$ cat config.mk
export PLATFORM = sky130hd
export DESIGN_NAME = neuron_accumulate
export DESIGN_NICKNAME = d
export VERILOG_FILES = /design/src/rtl/neuron_accumulate.sv
export SDC_FILE = /design/constraint.sdc
export NUM_CORES = 1
export LEC_CHECK = 0
export ABC_AREA = 1
export CORE_MARGIN = 4
export CORE_UTILIZATION = 53
export CTS_BUF_LIST = sky130_fd_sc_hd__clkbuf_4 sky130_fd_sc_hd__clkbuf_8 sky130_fd_sc_hd__clkbuf_16
export DETAILED_ROUTE_END_ITERATION = 8
export GPL_ROUTABILITY_DRIVEN = 0
export PLACE_DENSITY = 0.81
export SLEW_MARGIN = 5
export SYNTH_ARGS = -nofsm -noshare
export SYNTH_HDL_FRONTEND = slang
export SYNTH_SLANG_ARGS = --single-unit
$ cat constraint.sdc
create_clock -name clk -period 2.3 [get_ports clk]
set_input_delay 0.69 -clock clk [delete_from_list [all_inputs] [get_ports clk]]
set_output_delay 0.69 -clock clk [all_outputs]
set_load 0.1 [all_outputs]
$ cat src/rtl/neuron_accumulate.sv
// neuron_accumulate: reduces a frame of N_INPUTS signed 2-bit synapse
// products into a saturated signed sum and a threshold spike.
// The frame sequencer is IDLE -> ACCUM -> DONE. DONE lasts one cycle and
// presents the registered result with a one-cycle out_valid pulse.
module neuron_accumulate #(
    parameter int N_INPUTS  = 8,
    parameter int ACC_WIDTH = 5,
    parameter int THRESHOLD = 1
) (
    input  logic                        clk,
    input  logic                        rst_n,
    input  logic                        start,
    input  logic                        y_valid,
    input  logic signed [1:0]           y,
    output logic                        busy,
    output logic                        out_valid,
    output logic                        out_spike,
    output logic signed [ACC_WIDTH-1:0] out_sum
);

    localparam int CNT_W = $clog2(N_INPUTS + 1);
    localparam logic [CNT_W-1:0] LAST_IDX = CNT_W'(N_INPUTS - 1);
    localparam logic signed [ACC_WIDTH-1:0] ACC_MAX = {1'b0, {(ACC_WIDTH-1){1'b1}}};
    localparam logic signed [ACC_WIDTH-1:0] ACC_MIN = {1'b1, {(ACC_WIDTH-1){1'b0}}};
    localparam logic signed [ACC_WIDTH-1:0] THR     = ACC_WIDTH'(THRESHOLD);

    typedef enum logic [1:0] {
        IDLE  = 2'd0,
        ACCUM = 2'd1,
        DONE  = 2'd2
    } state_t;

    state_t                        state;
    logic signed [ACC_WIDTH-1:0]   acc;
    logic [CNT_W-1:0]              count;
    logic signed [ACC_WIDTH-1:0]   acc_next;

    // Add one sign-extended product one bit wider than the accumulator, then
    // clamp. A single 2-bit addend can overflow by at most one step, so a
    // disagreement between the two top bits identifies overflow and its
    // direction.
    function automatic logic signed [ACC_WIDTH-1:0] sat_add(
        input logic signed [ACC_WIDTH-1:0] a,
        input logic signed [1:0]           p
    );
        logic signed [ACC_WIDTH:0] wide;
        wide = $signed({a[ACC_WIDTH-1], a}) + $signed({{(ACC_WIDTH-1){p[1]}}, p});
        if (wide[ACC_WIDTH] != wide[ACC_WIDTH-1])
            sat_add = wide[ACC_WIDTH] ? ACC_MIN : ACC_MAX;
        else
            sat_add = wide[ACC_WIDTH-1:0];
    endfunction

    // Candidate accumulator value if the current product is accepted.
    always_comb begin
        acc_next = sat_add(acc, y);
    end

    // Frame sequencer. It owns the accumulator, the product count and all
    // registered outputs.
    always_ff @(posedge clk or negedge rst_n) begin
        if (!rst_n) begin
            state     <= IDLE;
            acc       <= '0;
            count     <= '0;
            busy      <= 1'b0;
            out_valid <= 1'b0;
            out_spike <= 1'b0;
            out_sum   <= '0;
        end else begin
            case (state)
                IDLE: begin
                    out_valid <= 1'b0;
                    // Products are ignored here, including in the start cycle.
                    if (start) begin
                        acc   <= '0;
                        count <= '0;
                        busy  <= 1'b1;
                        state <= ACCUM;
                    end
                end
                ACCUM: begin
                    out_valid <= 1'b0;
                    if (start) begin
                        // Abort: restart the frame and discard this cycle's product.
                        acc   <= '0;
                        count <= '0;
                    end else if (y_valid) begin
                        acc   <= acc_next;
                        count <= count + 1'b1;
                        if (count == LAST_IDX) begin
                            state     <= DONE;
                            busy      <= 1'b0;
                            out_valid <= 1'b1;
                            out_sum   <= acc_next;
                            out_spike <= (acc_next >= THR);
                        end
                    end
                end
                DONE: begin
                    out_valid <= 1'b0;
                    acc       <= '0;
                    count     <= '0;
                    // A start here chains directly into the next frame.
                    if (start) begin
                        busy  <= 1'b1;
                        state <= ACCUM;
                    end else begin
                        state <= IDLE;
                    end
                end
                default: begin
                    state     <= IDLE;
                    busy      <= 1'b0;
                    out_valid <= 1'b0;
                end
            endcase
        end
    end

endmodule

== Yosys cells after proc, flatten, opt, wreduce, memory -nomap -nowiden ==
Cells that the tools add are included.

* Register bits: 19
* Input bits: 6
* Output and inout port bits: 8
* Logic and storage cells: 53

* Add/subtract/negate cells: 2
* Magnitude comparators: 1
* Equality and inequality tests: 10
* Mux-type cells: 25
* Bitwise logic cells: 1
* Reductions and logical operators: 7

{| class="wikitable"
|+ Operators with widths
! kind !! count
|-
| $mux W5 || 5
|-
| $pmux W5 S3 || 1
|-
| $mux W4 || 3
|-
| $pmux W4 S3 || 1
|-
| $reduce_and A4 Y1 || 3
|-
| $mux W1 || 9
|-
| $mux W2 || 4
|-
| $ne A2 B2 Y1 const B || 4
|-
| $add A5 B2 Y6 || 1
|-
| $pmux W2 S3 || 1
|-
| $ge A5 B2 Y1 const B || 1
|-
| $add A4 B1 Y4 const B || 1
|-
| $eq A4 B3 Y1 const B || 1
|-
| $ne A3 B3 Y1 const B || 1
|-
| $reduce_and A3 Y1 || 1
|-
| $reduce_bool A3 Y1 || 1
|-
| $eq A2 B1 Y1 const B || 1
|-
| $eq A2 B2 Y1 const B || 1
|-
| $logic_not A2 Y1 || 1
|-
| $ne A2 B1 Y1 const B || 1
|-
| $pmux W1 S2 || 1
|-
| $reduce_or A2 Y1 || 1
|-
| $ne A1 B1 Y1 || 1
|-
| $not A1 Y1 || 1
|}

== Depth between registers and ports, before layout ==
* Depth after elaboration: 6
* Depth in mapped cells: 11
* Mapped depth without buffers: 11

== Worst setup path after synthesis ==
OpenSTA, ideal clock, no wires.

* Kind: in2reg
* Start point: in y[0]
* End point: reg out_spike
* Setup time: 0.120 ns
* Data arrival time: 1.982 ns
* Required time: 2.180 ns
* Setup slack: 0.198 ns
* Cell stages on the path: 10
* Path buffers: 0
* Cells stage by stage: ha_1 fa_1 nand3_1 nand3_1 inv_1 nand2_1 nand3_1 nand3_1 o21ai_1 nand2_1

* Word-level cells in the longest chain between the ends: 4
* Elaborated cells on any way between the ends: 5
* Classes of those cells: add/sub: 1; order compare: 1; eq/ne: 1; mux: 2

{| class="wikitable"
|+ Ends and longest elaborated chain
! item !! RTL line !! RTL
|-
| start: declaration || 14 || <nowiki>input logic signed [1:0] y,</nowiki>
|-
| $add A5 B2 Y6 (*) || 47 || <nowiki>wide = $signed({a[ACC_WIDTH-1], a}) + $signed({{(ACC_WIDTH-1){p[1]}}, p});</nowiki>
|-
| $mux W5 or $ne A1 B1 Y1 (tied branches) || 49, 48 ||
|-
| $mux W5 (*) || 48 || <nowiki>if (wide[ACC_WIDTH] != wide[ACC_WIDTH-1])</nowiki>
|-
| $ge A5 B2 Y1 (*) || 96 || <nowiki>out_spike <= (acc_next >= THR);</nowiki>
|-
| end signal: assignment || 96 ||
|-
| end: declaration || 17 || <nowiki>output logic out_spike,</nowiki>
|}

Every way passes the cells marked *; elsewhere a longest branch is shown, timed or not.
A chain may end at the register's enable or synchronous reset.

== Worst setup path in the final report ==
Same ends and word-level chain as after synthesis.

==> flow_summary.toml <==
[routing]
initialDrtViolationCount = 48
postRouteAntennaNets = 0
route.detailed.drc = 0
vias_per_cell = 5.47
wl_per_cell_um = 14.0
vias = 1007
wl_mm = 2.57
drtPass1Iterations = 4

[sta]
clock-skew-final_ps = 4.51
setup_ws_ps = 45.3
finalCriticalPeriod_ps = 2250
max_freq_mhz = 444
finalCritPeriodShare_pct = 98.0
finalSetupViolations = 0
maxSlewViolCount = 0
worstMarginPinSlew_ps = 300
max_slew_margin_pct = 80.0
holdWs_ps = 493
finalSetupTns_ps = 0
hold_viol = 0

[worst_setup_path]
endpoint_kind = "flop"
crit_path_start_kind = "input port"
crit_type = "in2reg"
reg2reg_from = "acc[0]"
worstRegToRegCells = 10
worst_ep_required_time_ps = 2510
cp_data_arrival_time_ps = 2460
r2r_setup_slack_ps = 420
crit_fanout = 4
r2r-end = "out_spike"

[synth]
ys_seq_area_share_pct = 43.4
syn_nets = 145
synth_top_cell_by_area = "dfrtp_1"
yosys.cell_count.top_type = "nand2_1"
synth_edf_count = 0
syn_area_um2 = 1090
synth_warnings = 0
yosysUniqueCellTypes = 25
syn_inst = 132
synth_area_per_cell_um2 = 8.29
synth-main-ff-cell = "dfrtp_1"
synth-seq-cells = 19
synth_common_cells = "nand2_1, dfrtp_1, inv_1, nand3_1, nor2_1"
ys_top_cells_by_area = "dfrtp_1, nand2_1, nand3_1"
yosysTopAreaCellShare_pct = 43.4
synth_async_sr_flop_share_pct = 100

[place]
numPlacedInstances = 180
post-place-ws_ps = -386
port_buffers = 13
placed_area_um2 = 1300
hpwl_mm = 1.85

[cts]
htree_levels = 1
path_clk_slew_ps = 110
cts_buffers = 3
cts_setup_buffers = 0
cts_tree = "yes"
cts.sink_count = 19
clkLatencyLatePin_ps = 310
clock_path_buffers = 2
cts_root_buf = "clkbuf_4"

[worst_hold_path]
hold_path_end = "out_spike"
hp-class = "reg2reg"
min_path_cells = 2
holdCritStartpoint = "out_spike"

[floorplanning]
die-area_um2 = 2860
rows = 16
die_x_um = 53.5
start_util_pct = 55.8
core-area_um2 = 1960
die_h_um = 53.5
ios = 14

[global_routing]
grt_max_degree = 20
grt_pass1_vias = 995
grt_use_total_pct = 22.1
grt_overflow_total = 0
antenna_found_initial = 0
grt_first_pass_wirelength_mm = 4.35

[final_layout]
num_antenna_cells = 0
final_cell_area_um2 = 1370
final_cells = 184
drive_gt1_share_pct = 26.8
utilization_pct = 69.9
area_delta_synth_final_pct = 25.3
nFillCells = 158
finalNetCount = 171

[power]
leakage_nw = 0.749
ir_worst_vdd_uv = 611
power.density_nw_per_um2 = 1080
fin_total_pwr_mw = 1.48

[run]
maxCapViolCount = 0

[run_status]
status = "finished, final reports clean"
-- where the power goes --
part | leakage [nW] | switching, mW | internal [mW] | total, mW
Clock | 0.0177 | 0.110 | 0.0650 | 0.175
Sequential | 0.252 | 0.0558 | 0.401 | 0.457
Combinational | 0.479 | 0.555 | 0.294 | 0.849
Total | 0.749 | 0.721 | 0.760 | 1.48
-- layout by cell type, fill, tap and decap left out, drive strengths merged --
master,instances
nor2,14
o41ai,1
nand4,1
o22ai,1
clkinv,1
dlygate4sd2,1
o21ai,10
ha,6
xor2,1
clkdlybuf4s50,4
a21oi,5
a31oi,1
nand2,32
xnor2,1
inv,19
clkbuf,3
nand3,17
dfrtp,19
a22o,3
fa,1
buf,16
-- repair_timing --
action                                  4_1_cts  5_1_grt
hold endpoints to repair                      0        0
resized for setup                             4       13
endpoints found under the setup margin        8        8
pin swaps                                     0        1
hold buffers                                  0        0
-- worst max-delay path by stage --
stage | from | to | cells after the start
CTS | y[0] | out_spike | 11
finish | y[0] | out_spike | 11
detailed placement | y[1] | out_spike | 10
global placement | y[1] | out_spike | 10
global route | y[0] | out_spike | 11
floorplan | y[0] | out_spike | 10
-- logic make-up (layout without fill, tap and decap cells) --
logic type,Yosys count,in the layout,synth area share [%]
buf+inv,19,44,6.74
flops,19,19,43.4
xor+xnor,2,2,1.60
simple gates,64,64,28.3
compound gates,21,21,11.2
fa+ha+maj,7,7,8.69
-- worst max-delay path, stage by stage --
cell and delay, ps:
clkdlybuf4s50_1 400, ha_2 210, fa_2 350, nand3_2 110, nand3_2 100, inv_1 100, nand2_2 90, nand3_1 100
nand3_1 100, o21ai_1 150, nand2_1 60
-- layout make-up --
type	instances	area (um2)	share of cell area [%]
Multi-Input combinational cell	94	592	43.2
Sequential cell	19	475	34.7
Timing Repair Buffer	21	169	12.3
Tap cell	27	33.8	2.46
Clock buffer	3	22.5	1.64
Inverter	19	73.8	5.38
Clock inverter	1	5.00	0.365
-- layer usage --
layer	global-route usage (%)	share of wire [%]
met3	5.07	6.4
met5	0	0
met4	12.8	3.4
met1	24.1	40
met2	38.6	51
-- flip-flops by register name (all words and copies together), names as in the netlist --
| name | count |
|---|---|
| state | 2 |
| busy | 1 |
| out_valid | 1 |
| out_spike | 1 |
| acc | 5 |
| count | 4 |
| out_sum | 5 |
Note: power is estimated with default switching activity, not from simulation.
